$ cat src/rtl/tx_buf_pkg.sv
// Shared types and defaults for the TX data buffer: launch FSM state encoding
// and the default FIFO geometry.
package tx_buf_pkg;

    localparam int DEPTH_DEFAULT = 8;
    localparam int DW_DEFAULT    = 8;

    typedef enum logic [1:0] {
        IDLE      = 2'd0,
        WAIT_BUSY = 2'd1,
        WAIT_DONE = 2'd2
    } tx_state_e;

endpackage

$ cat src/rtl/tx_buf_fifo.sv
// Circular FIFO behind the TX launch logic: storage, wrapping pointers and
// occupancy flags derived from the registered count.
module tx_buf_fifo
    import tx_buf_pkg::*;
#(
    parameter int DEPTH = DEPTH_DEFAULT,
    parameter int DW    = DW_DEFAULT,
    parameter int CW    = $clog2(DEPTH + 1)
) (
    input  logic          CLK,
    input  logic          RST,
    input  logic          wr_en,
    input  logic [DW-1:0] wr_data,
    input  logic          rd_en,
    output logic [DW-1:0] rd_data,
    output logic [CW-1:0] count,
    output logic          full,
    output logic          empty
);

    localparam int AW = (DEPTH > 1) ? $clog2(DEPTH) : 1;

    logic [DW-1:0] mem [DEPTH];
    logic [AW-1:0] wr_ptr;
    logic [AW-1:0] rd_ptr;
    logic          push;
    logic          pop;

    assign full    = (count == CW'(DEPTH));
    assign empty   = (count == '0);
    assign push    = wr_en && !full;
    assign pop     = rd_en && !empty;
    assign rd_data = mem[rd_ptr];

    // NOTE: the storage array has no reset; its contents are only read once
    // count says they were written, so resetting it would buy nothing.
    always_ff @(posedge CLK) begin
        if (push) begin
            mem[wr_ptr] <= wr_data;
        end
    end

    // Pointers wrap naturally because DEPTH is a power of two.
    always_ff @(posedge CLK or negedge RST) begin
        if (!RST) begin
            wr_ptr <= '0;
            rd_ptr <= '0;
            count  <= '0;
        end else begin
            if (push) begin
                wr_ptr <= wr_ptr + AW'(1);
            end
            if (pop) begin
                rd_ptr <= rd_ptr + AW'(1);
            end
            case ({push, pop})
                2'b10:   count <= count + CW'(1);
                2'b01:   count <= count - CW'(1);
                default: count <= count;
            endcase
        end
    end

endmodule

$ cat src/rtl/tx_data_buffer.sv
// Host-to-TX byte buffer: FIFO plus a launch FSM handshaking on TX_BUSY.
// Optional sticky overflow flag enabled by defining TX_BUF_OVF_EN.
module tx_data_buffer
    import tx_buf_pkg::*;
#(
    parameter int DEPTH = DEPTH_DEFAULT,
    parameter int DW    = DW_DEFAULT
) (
    input  logic                         CLK,
    input  logic                         RST,
    input  logic [DW-1:0]                WR_DATA,
    input  logic                         WR_EN,
    input  logic                         TX_BUSY,
    output logic [DW-1:0]                P_DATA,
    output logic                         DATA_VALID,
    output logic                         FULL,
    output logic                         EMPTY,
    output logic [$clog2(DEPTH+1)-1:0]   COUNT,
    output logic                         OVF,
    input  logic                         OVF_CLR
);

    localparam int CW = $clog2(DEPTH + 1);

    tx_state_e     state;
    logic          launch;
    logic [DW-1:0] head;

    // A launch pops the head in the same edge it is copied to P_DATA.
    assign launch = (state == IDLE) && !EMPTY;

    tx_buf_fifo #(
        .DEPTH (DEPTH),
        .DW    (DW),
        .CW    (CW)
    ) u_fifo (
        .CLK     (CLK),
        .RST     (RST),
        .wr_en   (WR_EN),
        .wr_data (WR_DATA),
        .rd_en   (launch),
        .rd_data (head),
        .count   (COUNT),
        .full    (FULL),
        .empty   (EMPTY)
    );

    // NOTE: sequential state uses non-blocking assignments so every register
    // samples the pre-edge values regardless of statement order.
    always_ff @(posedge CLK or negedge RST) begin
        if (!RST) begin
            state      <= IDLE;
            P_DATA     <= '0;
            DATA_VALID <= 1'b0;
        end else begin
            case (state)
                IDLE: begin
                    if (launch) begin
                        P_DATA     <= head;
                        DATA_VALID <= 1'b1;
                        state      <= WAIT_BUSY;
                    end else begin
                        DATA_VALID <= 1'b0;
                    end
                end
                WAIT_BUSY: begin
                    DATA_VALID <= 1'b0;
                    if (TX_BUSY) begin
                        state <= WAIT_DONE;
                    end
                end
                WAIT_DONE: begin
                    DATA_VALID <= 1'b0;
                    if (!TX_BUSY) begin
                        state <= IDLE;
                    end
                end
                default: begin
                    DATA_VALID <= 1'b0;
                    state      <= IDLE;
                end
            endcase
        end
    end

`ifdef TX_BUF_OVF_EN
    // A drop in the same cycle as a clear keeps the flag set.
    always_ff @(posedge CLK or negedge RST) begin
        if (!RST) begin
            OVF <= 1'b0;
        end else if (WR_EN && FULL) begin
            OVF <= 1'b1;
        end else if (OVF_CLR) begin
            OVF <= 1'b0;
        end
    end
`else
    logic unused_ovf_clr;
    assign unused_ovf_clr = OVF_CLR;
    assign OVF            = 1'b0;
`endif

endmodule

$ cat config.mk
export PLATFORM = sky130hd
export DESIGN_NAME = tx_data_buffer
export DESIGN_NICKNAME = d
export VERILOG_FILES = /design/src/rtl/tx_buf_pkg.sv /design/src/rtl/tx_buf_fifo.sv /design/src/rtl/tx_data_buffer.sv
export SDC_FILE = /design/constraint.sdc
export NUM_CORES = 1
export LEC_CHECK = 0
export ABC_CLOCK_PERIOD_IN_PS = 2960
export CAP_MARGIN = 20
export CORE_MARGIN = 2
export CORE_UTILIZATION = 57
export DETAILED_ROUTE_END_ITERATION = 8
export HOLD_SLACK_MARGIN = 0.02
export PLACE_DENSITY = 0.78
export SLEW_MARGIN = 20
export SYNTH_ARGS = -nofsm -noshare
export SYNTH_HDL_FRONTEND = slang
export SYNTH_SLANG_ARGS = --single-unit
$ cat constraint.sdc
create_clock -name CLK -period 2.96 [get_ports CLK]
set_input_delay 0.592 -clock CLK [delete_from_list [all_inputs] [get_ports CLK]]
set_output_delay 0.592 -clock CLK [all_outputs]
set_load 0.01 [all_outputs]
==> out/metrics.csv <==
stage;metric;value;unit
timing;RSZ-0062 raised after global routing;no;
logic_synthesis;post-synth top area share;54.9;%
floorplanning;Die H;82.4;um
timing;relative slew slack;47.8;%
layout;share of post-route cells with drive strength above 1;11.7;%
logic_synthesis;Yosys cell types;34;
logic_synthesis;yosys warns;0;
critical_path;Critical Path RT;2.37;ns
routing;final antenna-violating net count;0;
floorplanning;DIE AREA;6790;sq um
routing;via-per-instance ratio;5.64;
routing;violation count after the first detailed-routing iteration;163;
grt;vias in the first global route;1892;
critical_path;Crit Path Category;flip-flop to primary output;
routing;WL/cell;18.2;um
cts;clock sink count;85;
power;power density cells;994;nW/um^2
timing;final slew viol count;0;
layout;area grow syn2layout;15.3;%
routing;routed wire length;6.35;mm
job;Max-Cap Viols;0;
grt;initial antenna violation count;0;
logic_synthesis;syn avg cell area;15.2;sq um
timing;Worst Max-Slew Pin Slew;0.782;ns
timing;final hold violation count;0;
run_status;status;completed;
floorplanning;die width;82.4;um
routing;met2 wire len;3.20;mm
layout;fillcell total;415;
timing;Tmin final;2.46;ns
grt;grt ovf;0;
critical_path;CP Capture Type;primary output;
cts;CTS Hold Buffers Added;0;
grt;largest net degree at the start of global routing;22;
hold_path;Tightest Hold Check Type;flip-flop to flip-flop;
cts;Clk Tree Root Cell;clkbuf_8;
cts;Worst-path clk slew;0.08;ns
timing;clock skew;0.00464;ns
logic_synthesis;post-synthesis register bit count;85;
layout;commonest non-fill, non-tap cells in the layout;edfxtp_1, mux2i_1, nand2_1;
cts;total CTS buffers;9;
cts;Setup Buffers After CTS;0;
layout;# nets final;286;
cts;CTS HTree Levels;3;
logic_synthesis;area leader, netlist;edfxtp_1;
logic_synthesis;Synth area leaders;edfxtp_1, dfrtp_1, mux2i_1, a22oi_1, nand2_1;
routing;vias;1961;
timing;period utilisation layout;83.2;%
place;IO buf count;26;
place;HPWL after DPL;3.91;mm
layout;commonest non-fill, non-tap cell in the layout;edfxtp_1;
logic_synthesis;synthesized cell area;3500;sq um
cts;CTS tree;yes;
logic_synthesis;post-synthesis sequential area ratio;69.9;%
routing;drt drc;0;
layout;Ant. Diodes;0;
floorplanning;Ports;29;
place;GP Congestion;0.732;
routing;DR WL met3;388;um
cts;clk buf depth;2;
routing;met1 WL;2.70;mm
timing;Achievable Freq;406;MHz
critical_path;WP data arrival;1.87;ns
timing;Fin Setup TNS;0;ns
cts;Worst-Skew Late Latency;0.34;ns
routing;Highest Signal Layer;met4;
power;Peak supply drop;0.544;mV
logic_synthesis;Mapped Cells;230;
floorplanning;Core ar.;5920;sq um
power;leakage power;1.55;nW
floorplanning;Row Count;28;
cts;Resized cells post-CTS;0;
floorplanning;Starting Density;59.2;%
critical_path;nature of the critical path startpoint;flip-flop;
grt;first-pass GRT wire length;9.72;mm
routing;Initial DRT Pass Iterations;4;
timing;Setup Viol. Count Final;0;
critical_path;critical path fanouts, max;9;
timing;WHS;0.475;ns
grt;Total GRT Usage;20.7;%
logic_synthesis;Post-Syn Nets;248;
-- power by group --
part / switching, W / leakage (nW) / internal, W
clock network: 0.000379 / 0.0904 / 0.000381
registers: 0.000243 / 0.832 / 0.00157
logic: 0.000747 / 0.630 / 0.000696
-- flip-flops by register name, summed over array words and instances, names as in the netlist --
register and count:
P_DATA 8, u_fifo.count 4, state 2, u_fifo.rd_ptr 3
u_fifo.wr_ptr 3, u_fifo.mem 64, DATA_VALID 1
-- cell usage after synthesis --
cell and n:
buf_6 4, mux2i_1 32, edfxtp_1 64, nand3_1 7, buf_1 3, o22ai_1 1
and2_1 3, inv_2 1, nand2_1 29, nor2_1 8, buf_2 1, conb_1 1
a21boi_2 1, mux2_2 1, clkbuf_8 1, nand2b_1 4, inv_1 1, buf_4 2
a211oi_1 1, nor3b_1 1, xnor2_2 1, and4bb_2 1, nor3_1 3, xnor2_1 4
ha_1 5, nor2b_1 3, a21oi_1 2, dfrtp_1 21, a22oi_1 16, nor4_4 1
or3_4 1, nand3_2 1, xor2_1 4, o21ai_0 1
-- layer usage --
| metal | vias to the layer above | global-route usage (%) |
|---|---|---|
| met5 | - | 0 |
| met4 | 0 | 10.2 |
| met2 | 63 | 32.6 |
| li1 | 919 | - |
| met3 | 6 | 3.91 |
| met1 | 973 | 27.9 |
-- worst paths after layout --
kind / from / endpoint / slack (ns) / cells past startpoint
max: u_fifo.count[1]$_DFFE_PN0P_ / FULL / 0.50 / 3
min: P_DATA[6]$_DFFE_PN0P_ / P_DATA[6]$_DFFE_PN0P_ / 0.47 / 2
max reg2reg: u_fifo.count[1]$_DFFE_PN0P_ / u_fifo.count[2]$_DFFE_PN0P_ / 0.58 / 10
min reg2reg: P_DATA[6]$_DFFE_PN0P_ / P_DATA[6]$_DFFE_PN0P_ / 0.47 / 2
max in group asynchronous: RST / u_fifo.rd_ptr[0]$_DFFE_PN0P_ / 2.11 / 2
min in group asynchronous: RST / P_DATA[4]$_DFFE_PN0P_ / 0.61 / 2
-- cell families (layout without fill, tap and decap cells) --
kind of cell / count (synthesis) / count (layout) / share of synthesized area, %
AO/OA/AOI/OAI: 22 / 22 / 4.57
multiplexers: 33 / 33 / 9.46
adder cells (fa/ha/maj): 5 / 5 / 1.79
buffers and inverters: 13 / 56 / 2.79
other: 1 / 1 / 0.107
AND/OR/NAND/NOR: 62 / 62 / 8.96
flip-flops: 85 / 85 / 69.9
XOR/XNOR: 9 / 9 / 2.46
-- worst max-delay path, stage by stage, from the launching register on --
cell and delay [ns]:
dfrtp_1 0.50, nor3_1 0.33, and2_1 0.18, clkdlybuf4s50_1 0.53
-- area by class of cell --
cell class                      count  area, sq um  share of cell area [%]
Sequential cell                    85         2450                    60.6
Multi-Input combinational cell    132          958                    23.7
Timing Repair Buffer               38          350                    8.67
Clock buffer                       10          128                    3.16
Tap cell                           75         93.8                    2.32
Clock inverter                      6         53.8                    1.33
Inverter                            2         7.51                   0.186
-- stage by stage --
step | utilization [%] | instances | total power, W | worst slack (ns) | area (sq um)
2_1_floorplan | - | 230 | 0.00281 | 0.552 | 3500
3_3_place_gp | 65.2 | 332 | 0.00323 | 0.350 | 3860
3_5_place_dp | 65.2 | 332 | 0.00328 | 0.286 | 3860
4_1_cts | 68.2 | 348 | 0.00405 | 0.471 | 4040
5_1_grt | 68.2 | 348 | 0.00426 | 0.392 | 4040
6_report | 68.2 | 348 | 0.00402 | 0.498 | 4040
Note: power is estimated with default switching activity, not from simulation.
